==> config.mk <==
export PLATFORM = sky130hd
export DESIGN_NAME = fifo_read_logic
export DESIGN_NICKNAME = d
export VERILOG_FILES = /design/src/rtl/fifo_read_logic.sv
export SDC_FILE = /design/constraint.sdc
export NUM_CORES = 1
export LEC_CHECK = 0
export CAP_MARGIN = 20
export CORE_MARGIN = 2
export CORE_UTILIZATION = 60
export DETAILED_ROUTE_END_ITERATION = 8
export DONT_BUFFER_PORTS = 1
export HOLD_SLACK_MARGIN = 0.02
export PLACE_DENSITY_LB_ADDON = 0.2
export RECOVER_POWER = 50
export SETUP_SLACK_MARGIN = 0.02
export SYNTH_ARGS = -nofsm -noshare
export SYNTH_HDL_FRONTEND = slang
export SYNTH_SLANG_ARGS = --single-unit
==> constraint.sdc <==
create_clock -name clk -period 6.26 [get_ports clk]
set_input_delay 0.939 -clock clk [delete_from_list [all_inputs] [get_ports clk]]
set_output_delay 0.939 -clock clk [all_outputs]
set_load 0.02 [all_outputs]
==> src/rtl/fifo_read_logic.sv <==
// Read side of a dual-clock FIFO: synchronises the Gray write pointer, tracks the read pointer,
// and fronts the synchronous RAM with a 2-entry first-word-fall-through output stage.
module fifo_read_logic #(
    parameter int DEPTH         = 32,
    parameter int ADDR_WIDTH_IN = 5,
    parameter int DATA_WIDTH    = 32,
    parameter int SYNC_STAGES   = 2,
    localparam int LOG2_DEPTH   = $clog2(DEPTH)
) (
    input  logic                    clk,
    input  logic                    rst,
    input  logic [ADDR_WIDTH_IN:0]  wrptr_in,
    output logic [LOG2_DEPTH:0]     rdptr_out,
    output logic [LOG2_DEPTH-1:0]   rdaddr_out,
    output logic                    rden_out,
    input  logic [DATA_WIDTH-1:0]   rddata_in,
    output logic [DATA_WIDTH-1:0]   data_out,
    output logic                    valid_out,
    input  logic                    ready_in,
    output logic                    empty_out
);
    localparam int PW = LOG2_DEPTH + 1;
    localparam int WW = ADDR_WIDTH_IN + 1;

    logic [WW-1:0]         sync_reg [SYNC_STAGES];
    logic [WW-1:0]         wr_gray_s;
    logic [WW-1:0]         wr_bin;
    logic [PW-1:0]         wr_bin_scaled;
    logic [PW-1:0]         rd_bin_reg;
    logic [PW-1:0]         rd_bin_next;
    logic [PW-1:0]         rdptr_reg;
    logic [DATA_WIDTH-1:0] entry_reg [2];
    logic [1:0]            held_reg;
    logic [1:0]            held_next;
    logic [1:0]            slot;
    logic [2:0]            occupancy;
    logic                  inflight_reg;
    logic                  pop;
    logic                  empty;

    // The raw write pointer is only ever seen by the first synchroniser flop.
    generate
        for (genvar gi = 0; gi < SYNC_STAGES; gi++) begin : g_sync
            if (gi == 0) begin : g_first
                always_ff @(posedge clk) begin
                    if (rst) sync_reg[gi] <= '0;
                    else     sync_reg[gi] <= wrptr_in;
                end
            end else begin : g_rest
                always_ff @(posedge clk) begin
                    if (rst) sync_reg[gi] <= '0;
                    else     sync_reg[gi] <= sync_reg[gi-1];
                end
            end
        end
    endgenerate

    assign wr_gray_s = sync_reg[SYNC_STAGES-1];

    generate
        for (genvar gi = 0; gi < WW; gi++) begin : g_g2b
            assign wr_bin[gi] = ^(wr_gray_s >> gi);
        end

        // Bring the write-side pointer onto the read side's pointer scale.
        if (WW > PW) begin : g_shr
            assign wr_bin_scaled = wr_bin[WW-1 -: PW];
        end else if (WW == PW) begin : g_same
            assign wr_bin_scaled = wr_bin;
        end else begin : g_shl
            assign wr_bin_scaled = {wr_bin, {(PW-WW){1'b0}}};
        end
    endgenerate

    // Full-width compare: a full wrap (MSB differs) means the RAM holds DEPTH words.
    assign empty     = (rd_bin_reg == wr_bin_scaled);
    assign empty_out = empty;

    assign valid_out  = (held_reg != 2'd0);
    assign pop        = valid_out & ready_in;
    assign data_out   = entry_reg[0];
    assign occupancy  = {1'b0, held_reg} + {2'b00, inflight_reg} - {2'b00, pop};
    assign rden_out   = !empty && !rst && (occupancy < 3'd2);
    assign rdaddr_out = rd_bin_reg[LOG2_DEPTH-1:0];
    assign rdptr_out  = rdptr_reg;

    assign rd_bin_next = rd_bin_reg + {{(PW-1){1'b0}}, 1'b1};
    assign held_next   = held_reg + {1'b0, inflight_reg} - {1'b0, pop};
    // The arriving word lands behind whatever survives this cycle's pop.
    assign slot        = held_reg - {1'b0, pop};

    always_ff @(posedge clk) begin
        if (rst) begin
            rd_bin_reg   <= '0;
            rdptr_reg    <= '0;
            held_reg     <= 2'd0;
            inflight_reg <= 1'b0;
            entry_reg[0] <= '0;
            entry_reg[1] <= '0;
        end else begin
            if (rden_out) begin
                rd_bin_reg <= rd_bin_next;
                rdptr_reg  <= rd_bin_next ^ (rd_bin_next >> 1);
            end
            if (pop) begin
                entry_reg[0] <= entry_reg[1];
            end
            if (inflight_reg) begin
                entry_reg[slot[0]] <= rddata_in;
            end
            held_reg     <= held_next;
            inflight_reg <= rden_out;
        end
    end
endmodule

==> metrics.txt <==
hpwl dp=4.128 mm; Lkg Pwr=about 0.0015 uW; Power Dens Cells=approximately 400 nW/um^2; final wirelength=~6.4 mm; Worst path top cell family by delay=buffers and inverters; nets=around 370; Port Buf Inserts=0; routed length per placed instance=between 15 and 20 um; crit-path max cell delay=1.64 ns; failing checks=capacitance limit, slew limit; via count=around 2200; DRC=0; io pins=87; synth warn=0; sequential share of the synthesized area=between 60% and 70%; number of library cell types mapped by synthesis=39; Reg clk slew, reported paths=0.09 ns; DRT Pass-1 Iters=4; mean area per synthesized cell=~12 sq um; die area=7150 sq um; fraction of layout cells with a size suffix above 1=approximately 8.7%; Root Buffer Master=clkbuf_8; Worst path slowest cell=clkbuf_1; status=finished with violations; FMAX=between 200 and 300 MHz; Post-synth EDFFs=64; Largest register FFs=64; post-cts sizing count=0; type of origin of the critical path=primary input; CP Cell Sequence=nand2_1 -> mux2i_1 -> nor3b_1 -> clkbuf_1 -> or3b_2; final RePlAce weighted congestion=just under 0.8; worst hold path class=flop to flop; Final TNS setup=0 ns; die height=84.56 um; Fin. Hold Viols=0; CP bufs+invs=1; crit path DAT=a little under 4 ns; Initial Util=about three fifths; die width=84.56 um; CTS max path bufs=2; vias in the first global route=between 2000 and 2500; ys flop type=edfxtp_1; maximum vdd drop=~0.21 mV; DRT iter0 DRCs=203; largest net degree at the start of global routing=between 60 and 70; final slew viol count=66; Yosys reg bits=90; RSZ-0062 raised after global routing=false; first-pass GRT wire length=10.16 mm; minimum clock period=just under 4 ns; worst slew pin tran=roughly 2.3 ns; Area Growth Syn to Fin=5.913%; initial antenna violation count=0; H-tree levels=3; Diodes inserted=0; CP Max Fanout=65; FILL cells=501; core area=between 6000 and 7000 sq um; Final Setup Violations=0; Worst Clk Skew=slightly below 0.009 ns; post-CTS setup buffer count=0; worst skew pair latency=~0.35 ns; Critical Path Sink Type=flop; CP Data Required Time=around 6.2 ns; CTS tree=built; # rows=29; Post-Synthesis Cell Area=3894 sq um; detailed-route vias per instance=5.404; Num CTS Buffers=9; ANT nets after route=0; relative slew slack=-50.36%; Post-synth ARST share=0%; critical path type=primary input to flop; CTS hold repair buffers=0; Synth Net Count=between 300 and 400; total grt overflow=0; max_cap viols=1; Tcrit/Tclk final=around three fifths; final hold slack=about 0.44 ns; Overall Global Routing Usage=18.42%; clock sinks=90; Synth Instances=about 340
layout make-up:
cell class,count,area [sq um],share of cell area [%]
Tap cell,77,96.34,2.336
Clock inverter,6,67.56,1.638
Sequential cell,90,2442,59.22
Multi-Input combinational cell,222,1364,33.07
Inverter,4,15.01,0.3641
Timing Repair Buffer,2,11.26,0.2731
Clock buffer,10,127.6,3.095
cells by family (layout without fill, tap and decap cells):
logic type               after synthesis  count (layout)  synth area share, %
adder cells (fa/ha/maj)                3               3                1.157
multiplexers                          14              14                3.856
XOR/XNOR                              15              15                4.692
buffers and inverters                 23              22                2.313
flip-flops                            90              90                62.72
AO/OA/AOI/OAI                         39              39                5.656
AND/OR/NAND/NOR                      151             151                19.60
where the power goes:
group          leakage, uW  switching (uW)  total [uW]  internal [uW]
logic             0.000571             191         317            126
registers         0.000885             161         944            782
clock network    0.0000925             198         383            185
path summary, 6_finish.rpt:
path	start	cells after the start	to	slack (ns)
max	ready_in	5	entry_reg[0][8]	2.39
min	sync_reg[0][3]	1	sync_reg[1][3]	0.44
max reg2reg	held_reg[1]	5	entry_reg[0][8]	2.60
min reg2reg	sync_reg[0][3]	1	sync_reg[1][3]	0.44
layer usage:
layer | GRT usage (%) | wire (um) | vias up | part of all wire, %
met1 | 25.03 | 2848 | 1021 | 45
met4 | 7.648 | 128 | 0 | 2.0
met2 | 27.49 | 2941 | 72 | 46
met5 | 0 | 0 | - | 0
met3 | 6.195 | 439 | 9 | 6.9
li1 | - | - | 1119 | -
synthesized netlist by cell type, types with 2 or more instances:
| library cell | number | area, sq um |
|---|---|---|
| inv_1 | 4 | 15.01 |
| edfxtp_1 | 64 | 1922 |
| nand3_1 | 2 | 10.01 |
| xnor2_1 | 8 | 70.07 |
| nor2b_1 | 16 | 100.1 |
| o21ai_0 | 35 | 175.2 |
| mux2i_1 | 11 | 110.1 |
| ha_1 | 2 | 25.02 |
| dfxtp_1 | 26 | 520.5 |
| nand2_1 | 72 | 270.3 |
| xor2_1 | 3 | 26.28 |
| clkbuf_1 | 17 | 63.81 |
| and3_1 | 2 | 12.51 |
| nand2b_1 | 8 | 50.05 |
| and2_1 | 32 | 200.2 |
| nor2_1 | 5 | 18.77 |
| nor3_1 | 3 | 15.01 |
| or2_2 | 3 | 18.77 |
| xor3_1 | 2 | 47.55 |
cells in the final DEF, fill, tap and decap left out, types with 2 or more instances in the layout:
cell,netlist,final
clkbuf_1,17,2
nand2b_1,8,8
dfxtp_1,26,26
clkbuf_8,0,9
xor2_1,3,3
edfxtp_1,64,64
nand2_1,72,72
xnor2_1,8,8
xor3_1,2,2
and2_1,32,32
ha_1,2,2
nor2_1,5,4
mux2i_1,11,11
clkinv_4,0,2
or2_2,3,3
and3_1,2,2
o21ai_0,35,35
inv_1,4,4
nor2b_1,16,16
nand3_1,2,2
clkinvlp_4,0,2
nor3_1,3,3
per-stage QoR:
stage	cells	setup WS, ns	total power (uW)	area (sq um)	utilization [%]
5_1_grt	411	2.010	1723	4124	65.32
2_1_floorplan	335	2.678	1206	3894	-
3_5_place_dp	395	2.520	1280	3938	62.37
6_report	411	2.386	1645	4124	65.32
4_1_cts	411	2.427	1658	4133	65.46
3_3_place_gp	395	2.579	1262	3938	62.37
Note: power is estimated with default switching activity, not from simulation.
